File: config.mk
export PLATFORM = sky130hd
export DESIGN_NAME = adc_seq_manager_flat
export DESIGN_NICKNAME = d
export VERILOG_FILES = /design/src/rtl/adc_seq_manager_if.sv /design/src/rtl/adc_seq_manager.sv /design/src/flat_wrapper.sv
export SDC_FILE = /design/constraint.sdc
export NUM_CORES = 1
export LEC_CHECK = 0
export ABC_CLOCK_PERIOD_IN_PS = 13400
export CORE_AREA = 5 5 89 173
export CTS_CLUSTER_DIAMETER = 200
export DETAILED_ROUTE_END_ITERATION = 6
export DIE_AREA = 0 0 94 178
export GPL_TIMING_DRIVEN = 0
export HOLD_SLACK_MARGIN = 0.02
export PLACE_DENSITY = 0.67
export SLEW_MARGIN = 30
export SYNTH_ARGS = -nofsm -noshare
export SYNTH_HDL_FRONTEND = slang
export SYNTH_SLANG_ARGS = --single-unit
File: constraint.sdc
create_clock -name aclk -period 13.4 [get_ports aclk]
set_input_delay 2.68 -clock aclk [delete_from_list [all_inputs] [get_ports aclk]]
set_output_delay 2.68 -clock aclk [all_outputs]
set_load 0.01 [all_outputs]
File: src/rtl/adc_seq_manager_if.sv
// Bundled signal set of adc_seq_manager: trigger, SPI pins, command/result/readback streams, status.
// The slave modport is the sequencer's view; master is the environment driving it.
interface adc_seq_manager_if #(
  parameter int DATA_WIDTH = 32,
  parameter int NUM_SDI    = 4
);
  logic                  trigger;
  logic [NUM_SDI-1:0]    spi_sdi;
  logic                  spi_sdo;
  logic                  spi_csn;
  logic                  spi_clk;
  logic [31:0]           s_axis_tdata;
  logic                  s_axis_tvalid;
  logic                  s_axis_tready;
  logic [DATA_WIDTH-1:0] m_axis_tdata;
  logic                  m_axis_tvalid;
  logic                  m_axis_tready;
  logic [7:0]            m_reg_tdata;
  logic                  m_reg_tvalid;
  logic                  m_reg_tready;
  logic [31:0]           status;
  logic                  ready;

  modport slave (
    input  trigger, spi_sdi, s_axis_tdata, s_axis_tvalid, m_axis_tready, m_reg_tready,
    output spi_sdo, spi_csn, spi_clk, s_axis_tready, m_axis_tdata, m_axis_tvalid,
           m_reg_tdata, m_reg_tvalid, status, ready
  );

  modport master (
    output trigger, spi_sdi, s_axis_tdata, s_axis_tvalid, m_axis_tready, m_reg_tready,
    input  spi_sdo, spi_csn, spi_clk, s_axis_tready, m_axis_tdata, m_axis_tvalid,
           m_reg_tdata, m_reg_tvalid, status, ready
  );
endinterface

File: src/rtl/adc_seq_manager.sv
// SPI ADC sequencer: runs conversions on trigger and 24-bit register accesses from a command stream.
// Optional macro ADC_READBACK_EN adds lane-0 register readback on m_reg_*.
module adc_seq_manager #(
  parameter int DATA_WIDTH = 32,
  parameter int NUM_SDI    = 4,
  parameter int SCLK_HALF  = 1,
  parameter int CS_HOLD    = 2
) (
  input logic              aclk,
  input logic              areset,
  adc_seq_manager_if.slave bus
);
  localparam int CONV_BITS = DATA_WIDTH / NUM_SDI;
  localparam int MAX_BITS  = (CONV_BITS > 24) ? CONV_BITS : 24;
  localparam int BW        = $clog2(MAX_BITS + 1);
  localparam int CW        = $clog2(((SCLK_HALF > CS_HOLD) ? SCLK_HALF : CS_HOLD) + 1);

  typedef enum logic [1:0] {IDLE = 2'd0, SETUP = 2'd1, SHIFT = 2'd2, HOLD = 2'd3} state_t;
  typedef enum logic [1:0] {MODE_CONV = 2'b00, MODE_REG_ONCE = 2'b01, MODE_REG = 2'b11} mode_t;

  state_t                state_q;
  mode_t                 mode_q;
  logic [23:0]           cmd_q;
  logic [23:0]           sdo_sh_q;
  logic                  reg_pending_q;
  logic                  is_reg_q;
  logic                  high_q;
  logic [CW-1:0]         cnt_q;
  logic [BW-1:0]         bit_cnt_q;
  logic                  csn_q;
  logic                  sclk_q;
  logic                  sdo_q;
  logic                  ready_q;
  logic [DATA_WIDTH-1:0] data_sh_q;
  logic [DATA_WIDTH-1:0] m_tdata_q;
  logic                  m_tvalid_q;
  logic                  overflow_q;
  logic [7:0]            missed_q;

  logic                  sample_s;
  logic                  last_s;
  logic [BW-1:0]         last_bit_s;
  logic                  reg_valid_s;
  logic [DATA_WIDTH-1:0] conv_word_s;

  assign last_bit_s  = is_reg_q ? BW'(23) : BW'(CONV_BITS - 1);
  assign sample_s    = (state_q == SHIFT) && high_q && (cnt_q == CW'(SCLK_HALF - 1));
  assign last_s      = sample_s && (bit_cnt_q == last_bit_s);
  assign conv_word_s = {data_sh_q[DATA_WIDTH-NUM_SDI-1:0], bus.spi_sdi};

  // Sequencer FSM with all SPI pins, stream handshakes, mode and status counters registered
  always_ff @(posedge aclk or posedge areset) begin
    if (areset) begin
      state_q       <= IDLE;
      mode_q        <= MODE_CONV;
      cmd_q         <= 24'h000000;
      sdo_sh_q      <= 24'h000000;
      reg_pending_q <= 1'b0;
      is_reg_q      <= 1'b0;
      high_q        <= 1'b0;
      cnt_q         <= '0;
      bit_cnt_q     <= '0;
      csn_q         <= 1'b1;
      sclk_q        <= 1'b0;
      sdo_q         <= 1'b0;
      ready_q       <= 1'b0;
      data_sh_q     <= '0;
      m_tdata_q     <= '0;
      m_tvalid_q    <= 1'b0;
      overflow_q    <= 1'b0;
      missed_q      <= 8'h00;
    end else begin
      if (m_tvalid_q && bus.m_axis_tready) m_tvalid_q <= 1'b0;
      if (bus.trigger && (state_q != IDLE) && (mode_q == MODE_CONV) && (missed_q != 8'hFF))
        missed_q <= missed_q + 8'd1;

      case (state_q)
        IDLE: begin
          cnt_q     <= '0;
          bit_cnt_q <= '0;
          high_q    <= 1'b0;
          data_sh_q <= '0;
          if (ready_q && bus.s_axis_tvalid) begin
            cmd_q         <= bus.s_axis_tdata[23:0];
            reg_pending_q <= 1'b1;
            ready_q       <= 1'b0;
            if (mode_q != MODE_REG) mode_q <= MODE_REG_ONCE;
          end else if (reg_pending_q) begin
            // Register access: first command bit is on sdo from the moment csn drops
            state_q       <= SETUP;
            csn_q         <= 1'b0;
            sdo_q         <= cmd_q[23];
            sdo_sh_q      <= {cmd_q[22:0], 1'b0};
            is_reg_q      <= 1'b1;
            reg_pending_q <= 1'b0;
            ready_q       <= 1'b0;
          end else if (bus.trigger && (mode_q == MODE_CONV)) begin
            state_q  <= SETUP;
            csn_q    <= 1'b0;
            sdo_q    <= 1'b0;
            sdo_sh_q <= 24'h000000;
            is_reg_q <= 1'b0;
            ready_q  <= 1'b0;
          end else begin
            ready_q <= 1'b1;
          end
        end
        SETUP: begin
          if (cnt_q == CW'(SCLK_HALF - 1)) begin
            cnt_q   <= '0;
            state_q <= SHIFT;
          end else begin
            cnt_q <= cnt_q + CW'(1);
          end
        end
        SHIFT: begin
          if (cnt_q != CW'(SCLK_HALF - 1)) begin
            cnt_q <= cnt_q + CW'(1);
          end else if (!high_q) begin
            cnt_q  <= '0;
            high_q <= 1'b1;
            sclk_q <= 1'b1;
          end else begin
            cnt_q     <= '0;
            high_q    <= 1'b0;
            sclk_q    <= 1'b0;
            data_sh_q <= conv_word_s;
            if (last_s) begin
              csn_q   <= 1'b1;
              sdo_q   <= 1'b0;
              state_q <= HOLD;
              if (is_reg_q) begin
                if (cmd_q[23:21] == 3'b101) begin
                  mode_q <= MODE_REG;
                end else if ((cmd_q == 24'h001401) || (mode_q == MODE_REG_ONCE)) begin
                  mode_q <= MODE_CONV;
                end else begin
                  mode_q <= mode_q;
                end
              end else begin
                m_tdata_q  <= conv_word_s;
                m_tvalid_q <= 1'b1;
                if (m_tvalid_q && !bus.m_axis_tready) overflow_q <= 1'b1;
              end
            end else begin
              bit_cnt_q <= bit_cnt_q + BW'(1);
              sdo_q     <= sdo_sh_q[23];
              sdo_sh_q  <= {sdo_sh_q[22:0], 1'b0};
            end
          end
        end
        HOLD: begin
          if (cnt_q == CW'(CS_HOLD - 1)) begin
            cnt_q   <= '0;
            state_q <= IDLE;
            ready_q <= 1'b1;
          end else begin
            cnt_q <= cnt_q + CW'(1);
          end
        end
        default: begin
          state_q <= IDLE;
          csn_q   <= 1'b1;
          sclk_q  <= 1'b0;
          sdo_q   <= 1'b0;
        end
      endcase
    end
  end

`ifdef ADC_READBACK_EN
  logic [7:0] rb_sh_q;
  logic [7:0] rb_data_q;
  logic       rb_valid_q;

  // Lane-0 capture during register accesses; a newer readback overwrites an unread one
  always_ff @(posedge aclk or posedge areset) begin
    if (areset) begin
      rb_sh_q    <= 8'h00;
      rb_data_q  <= 8'h00;
      rb_valid_q <= 1'b0;
    end else begin
      if (rb_valid_q && bus.m_reg_tready) rb_valid_q <= 1'b0;
      if (sample_s && is_reg_q) begin
        rb_sh_q <= {rb_sh_q[6:0], bus.spi_sdi[0]};
        if (last_s) begin
          rb_data_q  <= {rb_sh_q[6:0], bus.spi_sdi[0]};
          rb_valid_q <= 1'b1;
        end
      end
    end
  end

  assign bus.m_reg_tdata  = rb_data_q;
  assign reg_valid_s      = rb_valid_q;
`else
  assign bus.m_reg_tdata  = 8'h00;
  assign reg_valid_s      = 1'b0;
`endif

  assign bus.m_reg_tvalid  = reg_valid_s;
  assign bus.spi_csn       = csn_q;
  assign bus.spi_clk       = sclk_q;
  assign bus.spi_sdo       = sdo_q;
  assign bus.ready         = ready_q;
  assign bus.s_axis_tready = ready_q;
  assign bus.m_axis_tdata  = m_tdata_q;
  assign bus.m_axis_tvalid = m_tvalid_q;
  assign bus.status        = {16'h0000, missed_q, 1'b0, reg_valid_s, overflow_q, m_tvalid_q,
                              mode_q, reg_pending_q, (state_q != IDLE)};
endmodule

File: src/flat_wrapper.sv
// flat-port wrapper written by rule: the top's interface ports become plain ports
module adc_seq_manager_flat 
#(
  parameter int DATA_WIDTH = 32,
  parameter int NUM_SDI    = 4,
  parameter int SCLK_HALF  = 1,
  parameter int CS_HOLD    = 2
)
  (aclk, areset, bus_trigger, bus_spi_sdi, bus_s_axis_tdata, bus_s_axis_tvalid, bus_m_axis_tready, bus_m_reg_tready, bus_spi_sdo, bus_spi_csn, bus_spi_clk, bus_s_axis_tready, bus_m_axis_tdata, bus_m_axis_tvalid, bus_m_reg_tdata, bus_m_reg_tvalid, bus_status, bus_ready);
  adc_seq_manager_if #(.DATA_WIDTH(DATA_WIDTH), .NUM_SDI(NUM_SDI)) bus_i ();
  input logic aclk;
  input logic areset;
  input wire logic [$bits(bus_i.trigger)-1:0] bus_trigger;
  input wire logic [$bits(bus_i.spi_sdi)-1:0] bus_spi_sdi;
  input wire logic [$bits(bus_i.s_axis_tdata)-1:0] bus_s_axis_tdata;
  input wire logic [$bits(bus_i.s_axis_tvalid)-1:0] bus_s_axis_tvalid;
  input wire logic [$bits(bus_i.m_axis_tready)-1:0] bus_m_axis_tready;
  input wire logic [$bits(bus_i.m_reg_tready)-1:0] bus_m_reg_tready;
  output wire logic [$bits(bus_i.spi_sdo)-1:0] bus_spi_sdo;
  output wire logic [$bits(bus_i.spi_csn)-1:0] bus_spi_csn;
  output wire logic [$bits(bus_i.spi_clk)-1:0] bus_spi_clk;
  output wire logic [$bits(bus_i.s_axis_tready)-1:0] bus_s_axis_tready;
  output wire logic [$bits(bus_i.m_axis_tdata)-1:0] bus_m_axis_tdata;
  output wire logic [$bits(bus_i.m_axis_tvalid)-1:0] bus_m_axis_tvalid;
  output wire logic [$bits(bus_i.m_reg_tdata)-1:0] bus_m_reg_tdata;
  output wire logic [$bits(bus_i.m_reg_tvalid)-1:0] bus_m_reg_tvalid;
  output wire logic [$bits(bus_i.status)-1:0] bus_status;
  output wire logic [$bits(bus_i.ready)-1:0] bus_ready;
  assign bus_i.trigger = bus_trigger;
  assign bus_i.spi_sdi = bus_spi_sdi;
  assign bus_i.s_axis_tdata = bus_s_axis_tdata;
  assign bus_i.s_axis_tvalid = bus_s_axis_tvalid;
  assign bus_i.m_axis_tready = bus_m_axis_tready;
  assign bus_i.m_reg_tready = bus_m_reg_tready;
  assign bus_spi_sdo = bus_i.spi_sdo;
  assign bus_spi_csn = bus_i.spi_csn;
  assign bus_spi_clk = bus_i.spi_clk;
  assign bus_s_axis_tready = bus_i.s_axis_tready;
  assign bus_m_axis_tdata = bus_i.m_axis_tdata;
  assign bus_m_axis_tvalid = bus_i.m_axis_tvalid;
  assign bus_m_reg_tdata = bus_i.m_reg_tdata;
  assign bus_m_reg_tvalid = bus_i.m_reg_tvalid;
  assign bus_status = bus_i.status;
  assign bus_ready = bus_i.ready;
  adc_seq_manager #(.DATA_WIDTH(DATA_WIDTH), .NUM_SDI(NUM_SDI), .SCLK_HALF(SCLK_HALF), .CS_HOLD(CS_HOLD)) u_core (.aclk(aclk), .areset(areset), .bus(bus_i));
endmodule
After elaboration in Yosys (flattened, before gate mapping)
Index checks and enable logic that the tools add are counted.
{"block": "word_totals", "out_inout_bits": 79, "inputBits": 42, "elab_cells": 146, "ff_bits": 136}
{"block": "op_classes", "n_eq_ne": 22, "n_mux": 66, "bitwise": 3, "reduce_logical": 34, "addsub": 3}
{"operator": "two-way mux 24 bit", "n": 6}
{"operator": "two-way mux 28 bit", "n": 2}
{"operator": "case mux 28 bit (2 select lines)", "n": 1}
{"operator": "case mux 24 bit (2 select lines)", "n": 1}
{"operator": "two-way mux 2 bit", "n": 19}
{"operator": "two-way mux 1 bit", "n": 25}
{"operator": "equality test 24 x 13 -> 1 bit (second input constant)", "n": 1}
{"operator": "two-way mux 5 bit", "n": 4}
{"operator": "AND reduction 6 bit", "n": 3}
{"operator": "case mux 2 bit (4 select lines)", "n": 2}
{"operator": "inequality test 2 x 1 -> 1 bit (second input constant)", "n": 7}
{"operator": "logical AND 1 bit", "n": 10}
{"operator": "case mux 5 bit (2 select lines)", "n": 1}
{"operator": "AND reduction 5 bit", "n": 2}
{"operator": "nonzero test 2 bit", "n": 5}
{"operator": "adder 8 x 1 -> 8 bit (second input constant)", "n": 1}
{"operator": "inequality test 2 bit (second input constant)", "n": 4}
{"operator": "inequality test 8 bit (second input constant)", "n": 1}
{"operator": "case mux 1 bit (2 select lines)", "n": 4}
{"operator": "AND reduction 2 bit", "n": 4}
{"operator": "AND reduction 8 bit", "n": 1}
{"operator": "AND reduction 7 bit", "n": 1}
{"operator": "equality test 2 x 1 -> 1 bit (second input constant)", "n": 3}
{"operator": "logical NOT 2 bit", "n": 3}
{"operator": "other kinds (13)", "n": 17}

Logic depth before layout (Yosys ltp)
Gate-level depths: netlist of the first run.
{"block": "logic_depth", "word_depth": 9, "depth_mapped": 8}

Least setup slack after synthesis of the first run
OpenSTA, ideal clock, no wires.
{"block": "synth_path", "kind": "in2reg", "from": "input bus_trigger", "to": "register u_core.sdo_sh_q[3]", "cell_stages": 5, "t_arrival_ns": 3.850, "required_ns": 13.275, "path_slack_ns": 9.425, "path_cell_list": "nor3b_1 > o21ai_1 > a22oi_4 > buf_6 > mux2_2"}
{"block": "synth_via", "elab_chain_len": 3}
{"element": "from (decl)", "line_no": "flat_wrapper.sv:13", "rtl": "input wire logic [$bits(bus_i.trigger)-1:0] bus_trigger;"}
{"element": "logical AND 1 bit", "line_no": "adc_seq_manager.sv:97", "rtl": "end else if (bus.trigger && (mode_q == MODE_CONV)) begin"}
{"element": "inequality test 3 x 1 -> 1 bit (no source line)"}
{"element": "AND reduction 6 bit (no source line)"}
{"element": "to (signal assigned)", "line_no": "adc_seq_manager.sv:93", "rtl": "sdo_sh_q <= {cmd_q[22:0], 1'b0};"}
{"element": "to (signal assigned)", "line_no": "adc_seq_manager.sv:148", "rtl": "sdo_sh_q <= {sdo_sh_q[22:0], 1'b0};"}
{"element": "to (decl)", "line_no": "adc_seq_manager.sv:24", "rtl": "logic [23:0] sdo_sh_q;"}
No other way between the ends.
A chain may end at the register's enable or synchronous reset.

Worst setup path in the final report of the first run
{"block": "layout_path", "from": "register u_core.state_q[1]", "to": "output bus_status[0]"}
{"block": "layout_via", "elab_chain_len": 1}
{"element": "from (decl)", "line_no": "adc_seq_manager.sv:21", "rtl": "state_t state_q;"}
{"element": "from (signal assigned)", "line_no": "adc_seq_manager.sv:54", "rtl": "state_q <= IDLE;"}
{"element": "from (signal assigned)", "line_no": "adc_seq_manager.sv:90", "rtl": "state_q <= SETUP;"}
{"element": "from (signal assigned)", "line_no": "adc_seq_manager.sv:98", "rtl": "state_q <= SETUP;"}
{"element": "nonzero test 2 bit", "line_no": "adc_seq_manager.sv:210", "rtl": "mode_q, reg_pending_q, (state_q != IDLE)};"}
{"element": "to (decl)", "line_no": "flat_wrapper.sv:27", "rtl": "output wire logic [$bits(bus_i.status)-1:0] bus_status;"}
No other way between the ends.

==> results.yml, run 1 <==
floorplanning:
  dieArea_mm2: 0.0167
  io_pins: 121
  die_h_um: 178
  coreArea_mm2: 0.0139
  dieWidth_um: 94
  start_util_pct: 43.6
  rows: 61
worst_setup_path:
  slowest_delay_ps: 500
  worstSetupPathType: "register to output pin"
  crit_path_end_kind: "output pin"
  crit_path_frequent_cell: "inv_1"
  crit_fanout: 10
  cpLargestDelayFamily: "buffers and inverters"
  start_kind: "register"
  cp_slowest_cell: "clkdlybuf4s50_1"
  path_buf_inv: 5
  required_ps: 10720
  crit_chain: "inv_1 -> ha_1 -> buf_2 -> buf_1 -> inv_1 -> clkdlybuf4s50_1"
  worstPathArrival_ps: 2270
logic_synthesis:
  synth_area_leaders: "dfrtp_1 (55%), mux2_2 (14%), nand2_1 (4.8%)"
  synth_ff_type: "dfrtp_1"
  yosys.area_share.simple_pct: 11.3
  ys_ff_latch: 135
  synth_compound_area_share_pct: 7.37
  synth_top_area_share_pct: 55.3
  async_flop_share_pct: 100
  synthXorXnorAreaFrac_pct: 1.57
  synth_most_common_cell: "dfrtp_1"
  avgSynthCellArea_um2: 11.7
  synthAdderAreaFrac_pct: 1.86
  ys_seq_area_share_pct: 55.8
  yosys.cell_types.count: 50
  synth_top_family_by_area: "multiplexers"
  yosysWarningCount: 0
  synth_edf_count: 0
  synthesis.area_mm2: 0.00606
  yosysTopAreaCell: "dfrtp_1"
  yosys-top-cells-count: "dfrtp_1 (134), nand2_1 (78), mux2_2 (76)"
  muxShareOfSynthArea_pct: 15.4
  synth_cells: 517
sta:
  min_period_ps: 4950
  fin_tns_setup_ps: 0
  rsz0062_at_grt: "no"
  fmax_mhz: 202
  hold_viol_final: 0
  worst_pin_slew_ps: 593
  finalSetupViolations: 0
  fin_crit_sh_pct: 36.9
  fin_skew_ps: 6.94
  relSlewSlack_pct: 60.3
  maxSlewViolCount: 0
  hold_slack_ps: 467
  worst_slack_ps: 8450
clock_network:
  root_buffer: "clkbuf_16"
  clk_pin_slew_ps: 60
  ctsHtreeMaxLevel: 4
  clock-sinks: 135
  cts_tree: "done"
  clk_latency_ps: 410
  cts_buffers: 17
  cts_setup_buffers: 0
  cts_hold_buf: 0
  cts_max_path_buffers: 2
  cts_resized: 0
layout:
  multi_input_area_mm2: 0.00237
  drive_above_1_share_pct: 23.3
  nNetsFinal: 698
  regArea_mm2: 0.00338
  syn_to_final_growth_pct: 30.7
  n_antenna_cell: 0
  n_fill_cell: 1227
  design_area_mm2: 0.00792
drt:
  route.vias.total: 4255
  routedWlPerCell_um: 15.5
  vias_per_cell: 5.01
  drtPass1Iterations: 4
  final_antenna_net_count: 0
  drt-total-wl_mm: 13.2
  dr.first_iter.drc_count: 109
  drc: 0
place:
  placed_cell_area_mm2: 0.00727
  dp_hpwl_mm: 9.87
  port_buffers: 84
  place_ws_ps: 8720
  gp_congestion: 0.835
outcome:
  outcome: "completed"
run:
  maxCapViolations: 0
global_route:
  antenna_found_initial: 0
  grt_pass1_vias: 4519
  grt_max_degree: 85
  grt-ovfl-total: 0
  grt_pass1_wl_mm: 22.0
  grtUsageTotal_pct: 16.6
pwr:
  p_per_area_mw_per_mm2: 120
  p_leak_nw: 3.83
  total_power_mw: 0.950
  vdd_drop_max_mv: 0.0904
worst_hold_path:
  hold_class: "register to register"
final timing paths:
| kind | from | to | slack, ps | cells after the start |
|---|---|---|---|---|
| max | u_core.state_q[1] | bus_status[0] | 8450 | 6 |
| max reg2reg | u_core.cnt_q[0] | u_core.bus.m_axis_tdata[20] | 11060 | 8 |
| max in group asynchronous | areset | u_core.bus.spi_csn | 9960 | 3 |
| min reg2reg | u_core.overflow_q | u_core.overflow_q | 470 | 1 |
| min in group asynchronous | areset | u_core.cmd_q[12] | 2670 | 2 |
| min | u_core.overflow_q | u_core.overflow_q | 470 | 1 |
cells in the final DEF (no fill, tap or decap), drive strengths merged, types with 6 or more instances in the layout:
cell           instances
ha                     9
o21ai                 18
clkdlybuf4s50         84
mux2                  81
xnor2                  6
nor2                  10
dfrtp                134
inv                   16
nand3                 38
a22o                  17
conb                  27
buf                   46
nand2                 78
clkbuf                32
metrics by stage:
step	std cells	util, %
after floorplan	543	-
after global placement	816	52.1
after detailed placement	817	52.3
after CTS	849	57.0
after global routing	849	57.0
final	849	57.0
layer usage:
layer | vias to the layer above | wire, um | track usage (%)
li1 | 2001 | - | -
met1 | 2099 | 4940 | 17.6
met2 | 130 | 7290 | 31.2
met3 | 25 | 629 | 3.59
met4 | 0 | 327 | 6.57
met5 | - | 0 | 0
worst register-to-register path: cells and delay by family, from the launching register on:
| family | cells | cell delay [ps] |
|---|---|---|
| adder cells (fa/ha/maj) | 1 | 250 |
| buffers and inverters | 3 | 520 |
| flip-flops | 1 | 390 |
| multiplexers | 1 | 360 |
| AND/OR/NAND/NOR | 3 | 700 |
where the power goes:
group          switching [mW]  leakage (nW)  internal, mW
Clock                   0.170         0.309         0.332
Combinational          0.0164          1.75        0.0157
Sequential            0.00386          1.77         0.412
Total                   0.190          3.83         0.760
state kept, by name, indices dropped and copies added (netlist names), 2 cells and up:
name / count
u_core.bit_cnt_q: 5
u_core.sdo_sh_q: 23
u_core.data_sh_q: 28
u_core.bus.m_axis_tdata: 32
u_core.cnt_q: 2
u_core.missed_q: 8
u_core.state_q: 2
u_core.cmd_q: 24
u_core.mode_q: 2
cell type report:
cell class / count / area share, %
multi-input cells: 339 / 30.0
repair buffers: 85 / 11.0
plain buffers: 55 / 4.47
clock buffers: 22 / 6.11
well taps: 189 / 2.99
clock inverters: 10 / 2.09
inverters: 14 / 0.758
flip-flops and latches: 135 / 42.7
kinds of logic (layout without fill, tap and decap cells):
kind of cell	count (synthesis)	after routing
buffers and inverters	69	186
AND/OR/NAND/NOR	149	149
adder cells (fa/ha/maj)	9	9
XOR/XNOR	10	10
other	1	27
multiplexers	83	83
AO/OA/AOI/OAI	61	61
flip-flops	135	135
No activity file was read; power rests on OpenSTA's default activity.
==> run 2, diff against run 1 <==
Settings changed: ABC_CLOCK_PERIOD_IN_PS 13400 to 4650.
Clock period 13.4 ns to 4.65 ns, I/O delays scaled along.
==> results of run 2 <==
The final DEF is identical to that of run 1. Status: completed.
Main changes from that run: setup slack after placement 8720 ps -> 1720 ps; setup slack after layout 8450 ps -> 1450 ps; register-to-register setup slack 11060 ps -> 2310 ps; total power 0.950 mW -> 2.74 mW; worst IR drop on VDD 0.0904 mV -> 0.261 mV
